==> config.mk <==
export PLATFORM = sky130hd
export DESIGN_NAME = sysid_reader_master
export DESIGN_NICKNAME = d
export VERILOG_FILES = /design/src/rtl/sysid_reader_pkg.sv /design/src/rtl/sysid_reader_timer.sv /design/src/rtl/sysid_reader_master.sv
export SDC_FILE = /design/constraint.sdc
export NUM_CORES = 1
export LEC_CHECK = 0
export ABC_AREA = 1
export CAP_MARGIN = 40
export CORE_MARGIN = 1.5
export CORE_UTILIZATION = 45
export DETAILED_ROUTE_END_ITERATION = 12
export GPL_ROUTABILITY_DRIVEN = 1
export PLACE_DENSITY = 0.75
export SKIP_LAST_GASP = 1
export SYNTH_ARGS = -nofsm -noshare
export SYNTH_HDL_FRONTEND = slang
export SYNTH_HIERARCHICAL = 1
export SYNTH_SLANG_ARGS = --single-unit
==> constraint.sdc <==
create_clock -name clock -period 3.2 [get_ports clock]
set_input_delay 0.64 -clock clock [delete_from_list [all_inputs] [get_ports clock]]
set_output_delay 0.64 -clock clock [all_outputs]
set_load 0.02 [all_outputs]
==> src/rtl/sysid_reader_pkg.sv <==
// Shared types and constants for the sysid reader master and its timeout timer.
package sysid_reader_pkg;
    localparam int          CNT_W                      = 8;
    localparam logic [31:0] DEFAULT_EXPECTED_ID        = 32'd2;
    localparam logic [31:0] DEFAULT_EXPECTED_TIMESTAMP = 32'd1713793819;

    typedef enum logic [2:0] {
        IDLE,
        RD_ID,
        WAIT_ID,
        RD_TS,
        WAIT_TS,
        DONE
    } state_e;
endpackage

==> src/rtl/sysid_reader_timer.sv <==
// Per-phase cycle counter; expired flags the last permitted cycle of the phase.
module sysid_reader_timer
    import sysid_reader_pkg::*;
(
    input  logic             clock,
    input  logic             reset_n,
    input  logic             clear,
    input  logic             enable,
    input  logic [CNT_W-1:0] limit,
    output logic             expired
);
    logic [CNT_W-1:0] count_q, count_d;

    // Counts cycles already spent, so a limit of N allows exactly N cycles.
    assign expired = enable && (count_q == limit - CNT_W'(1));

    always_comb begin
        count_d = count_q;
        if (clear)
            count_d = '0;
        else if (enable && !expired)
            count_d = count_q + CNT_W'(1);
    end

    always_ff @(posedge clock or negedge reset_n) begin
        if (!reset_n)
            count_q <= '0;
        else
            count_q <= count_d;
    end
endmodule

==> src/rtl/sysid_reader_master.sv <==
// Reads sysid id (addr 0) then timestamp (addr 1) over Avalon-MM and flags matches.
module sysid_reader_master
    import sysid_reader_pkg::*;
#(
    parameter logic [31:0] EXPECTED_ID        = DEFAULT_EXPECTED_ID,
    parameter logic [31:0] EXPECTED_TIMESTAMP = DEFAULT_EXPECTED_TIMESTAMP,
    parameter int          TIMEOUT_CYCLES     = 255
) (
    input  logic        clock,
    input  logic        reset_n,
    input  logic        start,
    output logic        avm_address,
    output logic        avm_read,
    input  logic        avm_waitrequest,
    input  logic [31:0] avm_readdata,
    input  logic        avm_readdatavalid,
    output logic        busy,
    output logic        done,
    output logic        id_ok,
    output logic        ts_ok,
    output logic        timeout,
    output logic [31:0] id_value,
    output logic [31:0] ts_value
);
    state_e      state_q, state_d;
    logic        avm_read_q, avm_read_d, avm_address_q, avm_address_d;
    logic        busy_q, busy_d, done_q, done_d;
    logic        id_ok_q, id_ok_d, ts_ok_q, ts_ok_d, timeout_q, timeout_d;
    logic [31:0] id_value_q, id_value_d, ts_value_q, ts_value_d;
    logic        in_phase, advance, expired;

    assign in_phase = (state_q == RD_ID) || (state_q == WAIT_ID) ||
                      (state_q == RD_TS) || (state_q == WAIT_TS);
    // Any phase hand-off restarts the timer so each phase gets its own budget.
    assign advance  = (((state_q == RD_ID) || (state_q == RD_TS)) && !avm_waitrequest) ||
                      (((state_q == WAIT_ID) || (state_q == WAIT_TS)) && avm_readdatavalid);

    sysid_reader_timer u_timer (
        .clock   (clock),
        .reset_n (reset_n),
        .clear   (!in_phase || advance),
        .enable  (in_phase),
        .limit   (CNT_W'(TIMEOUT_CYCLES)),
        .expired (expired)
    );

    always_comb begin
        state_d       = state_q;
        avm_read_d    = avm_read_q;
        avm_address_d = avm_address_q;
        id_ok_d       = id_ok_q;
        ts_ok_d       = ts_ok_q;
        timeout_d     = timeout_q;
        id_value_d    = id_value_q;
        ts_value_d    = ts_value_q;
        case (state_q)
            IDLE: if (start) begin
                state_d       = RD_ID;
                avm_read_d    = 1'b1;
                avm_address_d = 1'b0;
                id_ok_d       = 1'b0;
                ts_ok_d       = 1'b0;
                timeout_d     = 1'b0;
                id_value_d    = '0;
                ts_value_d    = '0;
            end
            RD_ID, RD_TS: if (advance) begin
                state_d    = (state_q == RD_ID) ? WAIT_ID : WAIT_TS;
                avm_read_d = 1'b0;
            end
            WAIT_ID: if (advance) begin
                state_d       = RD_TS;
                id_value_d    = avm_readdata;
                avm_read_d    = 1'b1;
                avm_address_d = 1'b1;
            end
            WAIT_TS: if (advance) begin
                state_d       = DONE;
                ts_value_d    = avm_readdata;
                avm_address_d = 1'b0;
                id_ok_d       = (id_value_q == EXPECTED_ID);
                ts_ok_d       = (avm_readdata == EXPECTED_TIMESTAMP);
            end
            DONE:    state_d = IDLE;
            default: state_d = IDLE;
        endcase
        // Progress on the final permitted cycle wins over the timeout.
        if (in_phase && !advance && expired) begin
            state_d       = DONE;
            timeout_d     = 1'b1;
            avm_read_d    = 1'b0;
            avm_address_d = 1'b0;
            id_ok_d       = 1'b0;
            ts_ok_d       = 1'b0;
        end
        busy_d = (state_d != IDLE);
        done_d = (state_d == DONE);
    end

    always_ff @(posedge clock or negedge reset_n) begin
        if (!reset_n) begin
            state_q       <= IDLE;
            avm_read_q    <= 1'b0;
            avm_address_q <= 1'b0;
            busy_q        <= 1'b0;
            done_q        <= 1'b0;
            id_ok_q       <= 1'b0;
            ts_ok_q       <= 1'b0;
            timeout_q     <= 1'b0;
            id_value_q    <= '0;
            ts_value_q    <= '0;
        end else begin
            state_q       <= state_d;
            avm_read_q    <= avm_read_d;
            avm_address_q <= avm_address_d;
            busy_q        <= busy_d;
            done_q        <= done_d;
            id_ok_q       <= id_ok_d;
            ts_ok_q       <= ts_ok_d;
            timeout_q     <= timeout_d;
            id_value_q    <= id_value_d;
            ts_value_q    <= ts_value_d;
        end
    end

    assign avm_read    = avm_read_q;
    assign avm_address = avm_address_q;
    assign busy        = busy_q;
    assign done        = done_q;
    assign id_ok       = id_ok_q;
    assign ts_ok       = ts_ok_q;
    assign timeout     = timeout_q;
    assign id_value    = id_value_q;
    assign ts_value    = ts_value_q;
endmodule
==> results.yml, run 1 <==
finish:
  drive_above_1_share_pct: 5.452
  final_common_cell: "clkdlybuf4s50_1"
  fin_area_mm2: 0.005495
  fillers: 769
  syn_to_final_growth_pct: 33.45
  final_core_util_pct: 62.40
  layout_common_cells: "clkdlybuf4s50_1, nand2_1, nand3_1"
  multiInputGateArea_mm2: 0.001712
  final_nets: 676
  antenna_cells: 0
  seq_area_mm2: 0.002052
setup_path:
  reg2reg_to: "avm_read"
  cp-end-kind: "flip-flop"
  reg2reg_from: "state_q[1]"
  critPathLaunch: "state_q[1]"
  r2r_setup_slack_ns: 0.96
  critPathMaxFanout: 12
  slowest_stage: "dfrtp_1"
  endpoint: "avm_read"
  required_ns: 3.44
  path_buf_inv: 1
  cp.depth: 10
  crit_path_start_kind: "flip-flop"
  r2r_cells: 10
  crit_chain: "nor2_1 > nand2_1 > nand2_1 > inv_1 > nor2_1 > nand4_2 > nand2_1 > nand3_1 > nand2_1 > nand2_1"
  crit_top_cell: "nand2_1"
  arrival_ns: 2.48
  crit_family: "simple AND/OR/NAND/NOR gates"
  critPathMaxStageDelay_ns: 0.45
  crit_type: "flip-flop to flip-flop"
yosys:
  synthXorXnorAreaFrac_pct: 2.765
  ys_ff_latch: 82
  yosys_warnings: 6
  synth_top_family_by_area: "simple AND/OR/NAND/NOR gates"
  synth-compound-area-share_pct: 6.594
  synthAdderAreaFrac_pct: 0.6077
  ys_types: 32
  avgSynthCellArea_um2: 8.027
  syn-instance-count: 513
  synth-simple-area-share_pct: 29.32
  synth_mux_area_share_pct: 0
  synthTopCellsByArea: "dfrtp_1, nand3_1, nand2_1, inv_1, o21ai_0"
  synth_top_cell_area_share_pct: 49.83
  yosysTopAreaCell: "dfrtp_1"
  netlist_area_mm2: 0.004118
  yosysSeqAreaShare_pct: 49.83
pwr:
  p_per_area_mw_per_mm2: 771.7
  max-vdd-ir-drop_v: 0.0003712
  power.leakage_nw: 2.645
clock_network:
  tritoncts: "yes"
  clockBufferDepth: 2
  cts-resized-gates: 0
  clk_pin_slew_ns: 0.09
  post_cts_buffers: 0
  clk_latency_ns: 0.36
  cts_hold_buffers: 0
  htree_levels: 3
  cts_buffers: 9
  root_buffer: "clkbuf_8"
  cts.sinks: 82
routing:
  vias: 3759
  initialDrtViolationCount: 239
  via_per_inst: 5.012
  drt-total-wl_mm: 10.59
  drt-wirelength-per-cell_um: 14.12
  dr.pass1.iters: 10
  drc: 3
  antenna_left: 0
sta:
  rsz0062_at_grt: "false"
  hold_slack_ns: 0.2459
  period_minus_slack_ns: 2.242
  fin_ws_ns: 0.9583
  tns_ns: 0
  post-route-period-util_pct: 70.05
  worst_clock_skew_ns: 0.01108
  drv_slew: 0
  hold_violations: 0
  setup_viol: 0
  clock.fmax_mhz: 446.1
  relSlewSlack_pct: 64.00
  tightest_slew_ns: 0.5400
grt:
  track_usage_pct: 22.61
  grt-ovfl-total: 0
  grt_max_degree: 65
  grt_pass1_wl_mm: 17.55
  grt_pass1_vias: 3650
  antenna_found_initial: 0
die:
  core_area_mm2: 0.008806
  start_util_pct: 46.76
  io_pins: 108
  die_w_um: 98.66
  die_h_um: 98.66
  dieArea_mm2: 0.009733
  num_rows: 34
placement:
  port_buffers: 107
  dp_hpwl_mm: 7.687
  placed_area_mm2: 0.005325
  pre_cts_ws_ns: 0.7564
  place_congestion: 0.8681
run:
  cap_violations: 0
hold_path:
  min_path_type: "primary input to async pin"
status:
  violations: "design-rule violations"
  status: "finished, violations left"
-- cells by family (layout without fill, tap and decap cells) --
| logic type | after synthesis | in the layout |
|---|---|---|
| AND/OR/NAND/NOR | 257 | 257 |
| buffers and inverters | 106 | 211 |
| flip-flops | 82 | 82 |
| AO/OA/AOI/OAI | 52 | 52 |
| XOR/XNOR | 13 | 13 |
| adder cells (fa/ha/maj) | 2 | 2 |
| other | 1 | 25 |
-- power by group --
group          internal [mW]  total (mW)  switching (mW)
Sequential              1.31        1.52           0.205
Combinational          0.763        2.04            1.28
Clock                  0.288       0.684           0.396
-- final cells by class --
class,count,area share [%]
clock buffer,11,2.391
clock inverter,5,0.7058
inverter,84,5.738
multi-input combinational,349,31.15
sequential,82,37.34
tap,108,2.459
timing repair buffer,111,20.22
-- through the flow --
stage / std cells / total power, mW
2_1_floorplan: 537 / 2.789
6_report: 750 / 4.241
3_5_place_dp: 734 / 3.567
4_1_cts: 750 / 4.256
3_3_place_gp: 733 / 3.510
5_1_grt: 750 / 4.523
-- flip-flops by register name, indices dropped and copies added, names as in the netlist --
name,count
id_value,32
ts_value,32
u_timer/count_q,8
state_q,3
avm_address,1
avm_read,1
busy,1
done,1
id_ok,1
timeout,1
ts_ok,1
-- routing by layer --
layer	global-route usage, %	vias to the layer above	wire (um)
met1	30.15	1758	4653
met2	35.15	109	4910
met3	6.950	18	807
met4	8.132	0	217
li1	-	1874	-
met5	0	-	0
-- worst reg2reg max path: cells and delay by family, from the launching register on --
| kind | cells | cell delay, ns |
|---|---|---|
| buffers and inverters | 1 | 0.09 |
| flip-flops | 1 | 0.45 |
| AND/OR/NAND/NOR | 9 | 1.59 |
-- synth_stat cells --
library cell    n
nor3_1          2
ha_1            2
and3_1          1
xnor2_1         6
buf_6           3
buf_2           9
clkinv_1        1
nand2_2         2
o21ai_1         3
nand3b_1        2
nand4_1        19
nor2_1         22
conb_1          1
nand3_2         1
inv_2           4
buf_1           3
nand2_4         3
nand4_2         1
xor2_1          7
dfrtp_1        82
o21ai_0        47
clkbuf_1        4
clkbuf_2        2
inv_1          79
o21ai_4         1
nor2_2          4
a21oi_1         1
nor4_1          7
nand2_1       105
clkbuf_8        1
nand3_1        87
nor3b_1         1
-- how the worst min path moves through the flow --
stage,to,cells past startpoint,slack [ns]
after detailed placement,id_ok,2,0.47
final,ts_value[14],1,0.25
after global routing,ts_value[14],1,0.29
after floorplan,avm_address,0,0.34
after global placement,id_ok,2,0.47
after CTS,ts_value[14],1,0.26
(Power assumes the default switching activity.)
==> inputs of run 2 (changes only) <==
Settings changed: CORE_UTILIZATION 45 to 44, PLACE_DENSITY 0.75 to 0.76.
Clock period 3.2 ns to 1.8 ns, I/O delays scaled along.
==> results.yml, run 2 (synthesized netlist as in run 1, its figures left out) <==
status:
  status: "complete, no violations"
grt:
  track_usage_pct: 23.40
  antenna_found_initial: 0
  grt_pass1_vias: 3874
  grt_max_degree: 83
  grt-ovfl-total: 0
  grt_pass1_wl_mm: 18.39
clock_network:
  cts.sinks: 82
  clk_pin_slew_ns: 0.09
  htree_levels: 3
  clockBufferDepth: 2
  root_buffer: "clkbuf_8"
  clk_latency_ns: 0.35
  cts_hold_buffers: 0
  tritoncts: "yes"
  cts_buffers: 9
finish:
  syn_to_final_growth_pct: 40.47
  antenna_cells: 0
  layout_common_cells: "nand2_1, clkdlybuf4s50_1, nand3_1"
  fin_area_mm2: 0.005784
  drive_above_1_share_pct: 9.789
  stdcell_count: 775
  final_nets: 698
placement:
  placed_area_mm2: 0.005522
  place_congestion: 0.9211
  dp_hpwl_mm: 8.081
  port_buffers: 107
  dp.cells: 756
die:
  die_w_um: 99.74
  start_util_pct: 44.99
  io_pins: 108
  core_area_mm2: 0.009153
  dieArea_mm2: 0.009948
  die_h_um: 99.74
  num_rows: 35
setup_path:
  critPathMaxStageDelay_ns: 0.65
  r2r_setup_slack_ns: 0.12
  cp-end-kind: "primary output"
  path_buf_inv: 1
  crit_family: "buffers and inverters"
  crit_path_start_kind: "flip-flop"
  slowest_stage: "clkdlybuf4s50_1"
  required_ns: 1.44
  critPathMaxFanout: 3
  crit_type: "flip-flop to primary output"
  arrival_ns: 1.41
  crit_chain: "clkdlybuf4s50_1"
sta:
  setup_viol: 0
  hold_violations: 0
  period_minus_slack_ns: 1.770
  post-route-period-util_pct: 98.32
  worst_clock_skew_ns: 0.009584
  drv_slew: 0
  clock.fmax_mhz: 565.0
  rsz0062_at_grt: "true"
run:
  cap_violations: 0
routing:
  antenna_left: 0
  via_per_inst: 5.125
  drt-total-wl_mm: 11.23
  initialDrtViolationCount: 262
  drt-wirelength-per-cell_um: 14.48
  dr.pass1.iters: 5
  vias: 3972
  drc: 0
pwr:
  power.leakage_nw: 2.823
  max-vdd-ir-drop_v: 0.0006447
  p_per_area_mw_per_mm2: 1412
hold_path:
  min_path_type: "primary input to async pin"
-- run 2: changes by cell type in the layout (fill, tap and decap cells not counted), moves of 3 or more --
cell and delta:
dlymetal6s2s_1 +3, buf_12 +4, buf_4 +17, clkdlybuf4s50_1 -3, inv_1 -3
-- run 2: cell type report --
type	count	area, um^2
multi-input combinational	349	1735
inverter	84	319.1
clock buffer	11	141.4
sequential	82	2052
timing repair buffer	132	1326
clock inverter	5	63.81
tap	111	138.9
timing repair inverter	1	7.507
fill	779	3368
-- run 2: worst paths after layout --
path / from / end / cells past startpoint
min reg2reg: timeout / timeout / 2
max in group asynchronous: reset_n / ts_value[9] / 2
min: reset_n / ts_value[24] / 2
max reg2reg: u_timer/count_q[0] / ts_ok / 16
min in group clock: timeout / timeout / 2
max: id_value[0] / id_value[0] / 1
-- run 2: repair_timing --
item	in CTS	in global routing
gates cloned	0	1
setup buffers	1	1
pin swaps	1	4
setup endpoints to repair	1	16
resized for setup	2	13
-- run 2: worst reg2reg max path, cell delays in order (launching register included) --
cell and delay [ns]:
dfrtp_1 0.39, inv_2 0.06, nand2_1 0.05, nand2_1 0.06, nand2_1 0.05, nor2_1 0.09
nand2_1 0.08, nor2_2 0.13, nand2_4 0.08, nor2_4 0.13, inv_1 0.05, nand4_1 0.08
nand2_1 0.07, inv_2 0.06, nand2_1 0.06, nand2_1 0.06, nand2_1 0.06
-- run 2: routing by layer --
layer,up-vias,global-route usage (%),wire [um]
met4,0,8.776,229
li1,1930,-,-
met2,150,36.84,5353
met5,-,0,0
met1,1872,31.32,4783
met3,20,5.833,859
-- run 2: per-stage QoR --
step           util [%]   TNS (ns)  worst slack (ns)  hold WS, ns  total power, mW
2_1_floorplan         -          0           0.01867      0.06441            4.957
3_3_place_gp      60.33          0          0.004516       0.4219            6.587
3_5_place_dp      60.33    -0.6447          -0.05868       0.4195            6.695
4_1_cts           62.71          0           0.01943      0.03834            8.090
5_1_grt           63.20  -0.001239         -0.001239      0.03995            8.682
6_report          63.20          0           0.03020      0.01669            8.166
-- run 2: report_power, final --
group	switching, mW	internal, mW	leakage (nW)	total [mW]
clock	0.691	0.687	0.0997	1.38
combinational	2.45	1.64	1.60	4.10
sequential	0.360	2.33	1.12	2.69
==> inputs of run 3 (changes only) <==
Settings changed: CORE_MARGIN 1.5 to not set.
==> results.yml, run 3 (synthesized netlist as in run 1, its figures left out) <==
status:
  status: "complete, no violations"
sta:
  clock.fmax_mhz: 571.1
  drv_slew: 0
  worst_clock_skew_ns: 0.005100
  setup_viol: 0
  post-route-period-util_pct: 97.27
  tns_ns: 0
  rsz0062_at_grt: "true"
  fin_ws_ns: 0.04911
  hold_violations: 0
  period_minus_slack_ns: 1.751
finish:
  final_core_util_pct: 64.69
  syn_to_final_growth_pct: 39.68
  antenna_cells: 0
  final_nets: 701
  layout_common_cells: "nand2_1, clkdlybuf4s50_1, nand3_1"
  drive_above_1_share_pct: 9.760
  stdcell_count: 774
setup_path:
  crit_type: "flip-flop to primary output"
  crit_chain: "clkdlybuf4s50_1"
  slowest_stage: "clkdlybuf4s50_1"
  critPathMaxFanout: 2
  path_buf_inv: 1
  crit_path_start_kind: "flip-flop"
  arrival_ns: 1.39
  crit_family: "buffers and inverters"
  critPathMaxStageDelay_ns: 0.68
  required_ns: 1.44
  cp-end-kind: "primary output"
run:
  cap_violations: 0
routing:
  vias: 3969
  drc: 0
  initialDrtViolationCount: 231
  drt-total-wl_mm: 11.43
  drt-wirelength-per-cell_um: 14.77
  dr.pass1.iters: 5
  via_per_inst: 5.128
  antenna_left: 0
pwr:
  max-vdd-ir-drop_v: 0.0007602
  swShare_pct: 43.56
  comb_power_share_pct: 51.2
  power_frac_seq_pct: 33.8
  cellInternalPower_mw: 4.499
  netSwitchingPower_mw: 3.471
  power.leakage_nw: 2.803
  pwr-share-clk_pct: 15.0
  p_per_area_mw_per_mm2: 1386
grt:
  grt-ovfl-total: 0
  grt_pass1_wl_mm: 18.58
  grt_max_degree: 60
  antenna_found_initial: 0
  grt_pass1_vias: 3850
  track_usage_pct: 24.27
clock_network:
  htree_levels: 3
  root_buffer: "clkbuf_8"
  clk_latency_ns: 0.35
  cts_buffers: 9
  cts.sinks: 82
  tritoncts: "yes"
  clk_pin_slew_ns: 0.08
  clockBufferDepth: 2
die:
  die_h_um: 98.74
  num_rows: 34
  io_pins: 108
  start_util_pct: 46.31
  dieArea_mm2: 0.009750
  die_w_um: 98.74
  core_area_mm2: 0.008891
placement:
  place_congestion: 0.8606
  pre_cts_ws_ns: -0.07722
  dp.cells: 753
  port_buffers: 107
  dp_hpwl_mm: 8.106
hold_path:
  min_path_type: "primary input to async pin"
[run 3: changes by cell type in the layout (fill, tap and decap cells not counted), sizes merged]
cell,previous run,this run
bufinv,1,0
buf,26,28
inv,82,83
dlymetal6s2s,3,2
clkinv,4,3
clkdlybuf4s50,103,104
dlygate4sd3,0,1
[run 3: final timing paths]
kind	from	to	slack, ns	cells past startpoint
worst max-delay path	id_value[1]	id_value[1]	0.05	1
worst min-delay path	reset_n	ts_value[17]	0.44	2
min in group clock	avm_read	avm_read	0.48	2
max in group asynchronous	reset_n	avm_address	0.74	3
worst min register to register	avm_read	avm_read	0.48	2
worst max register to register	state_q[1]	ts_value[9]	0.09	10
[run 3: routing by layer]
metal | track usage (%) | vias to the layer above | part of all wire [%]
li1 | - | 1921 | -
met1 | 31.73 | 1886 | 42
met2 | 39.38 | 152 | 49
met3 | 6.241 | 10 | 7.3
met4 | 8.266 | 0 | 1.6
met5 | 0 | - | 0
[run 3: layout make-up]
type | count | area [um^2]
Clock inverter | 4 | 26.28
Fill cell | 740 | 3139
Tap cell | 108 | 135.1
Multi-Input combinational cell | 349 | 1730
Sequential cell | 82 | 2052
Clock buffer | 11 | 141.4
Timing Repair inverter | 1 | 7.507
Inverter | 84 | 319.1
Timing Repair Buffer | 135 | 1340
[run 3: power by group through the flow]
stage / logic [mW] / clock network [mW] / registers (mW)
after CTS: 3.96 / 1.21 / 2.68
after global placement: 3.86 / 0 / 2.70
final: 4.08 / 1.20 / 2.69
after floorplan: 1.77 / 0 / 3.19
after detailed placement: 3.94 / 0 / 2.70
after global routing: 4.43 / 1.30 / 2.74
[run 3: repair_timing]
action	4_1_cts	5_1_grt
endpoints found under the setup margin	0	37
setup buffers	0	4
hold buffers	1	0
endpoints found under the hold margin	23	0
resized for setup	0	13
[run 3: metrics by stage]
| stage | area, um^2 | hold slack (ns) | total power [mW] |
|---|---|---|---|
| after floorplan | 4208 | 0.06441 | 4.957 |
| after global placement | 5505 | 0.2778 | 6.557 |
| after detailed placement | 5505 | 0.2812 | 6.637 |
| after CTS | 5683 | 0.4414 | 7.859 |
| after global routing | 5752 | 0.4604 | 8.473 |
| final | 5752 | 0.4372 | 7.970 |
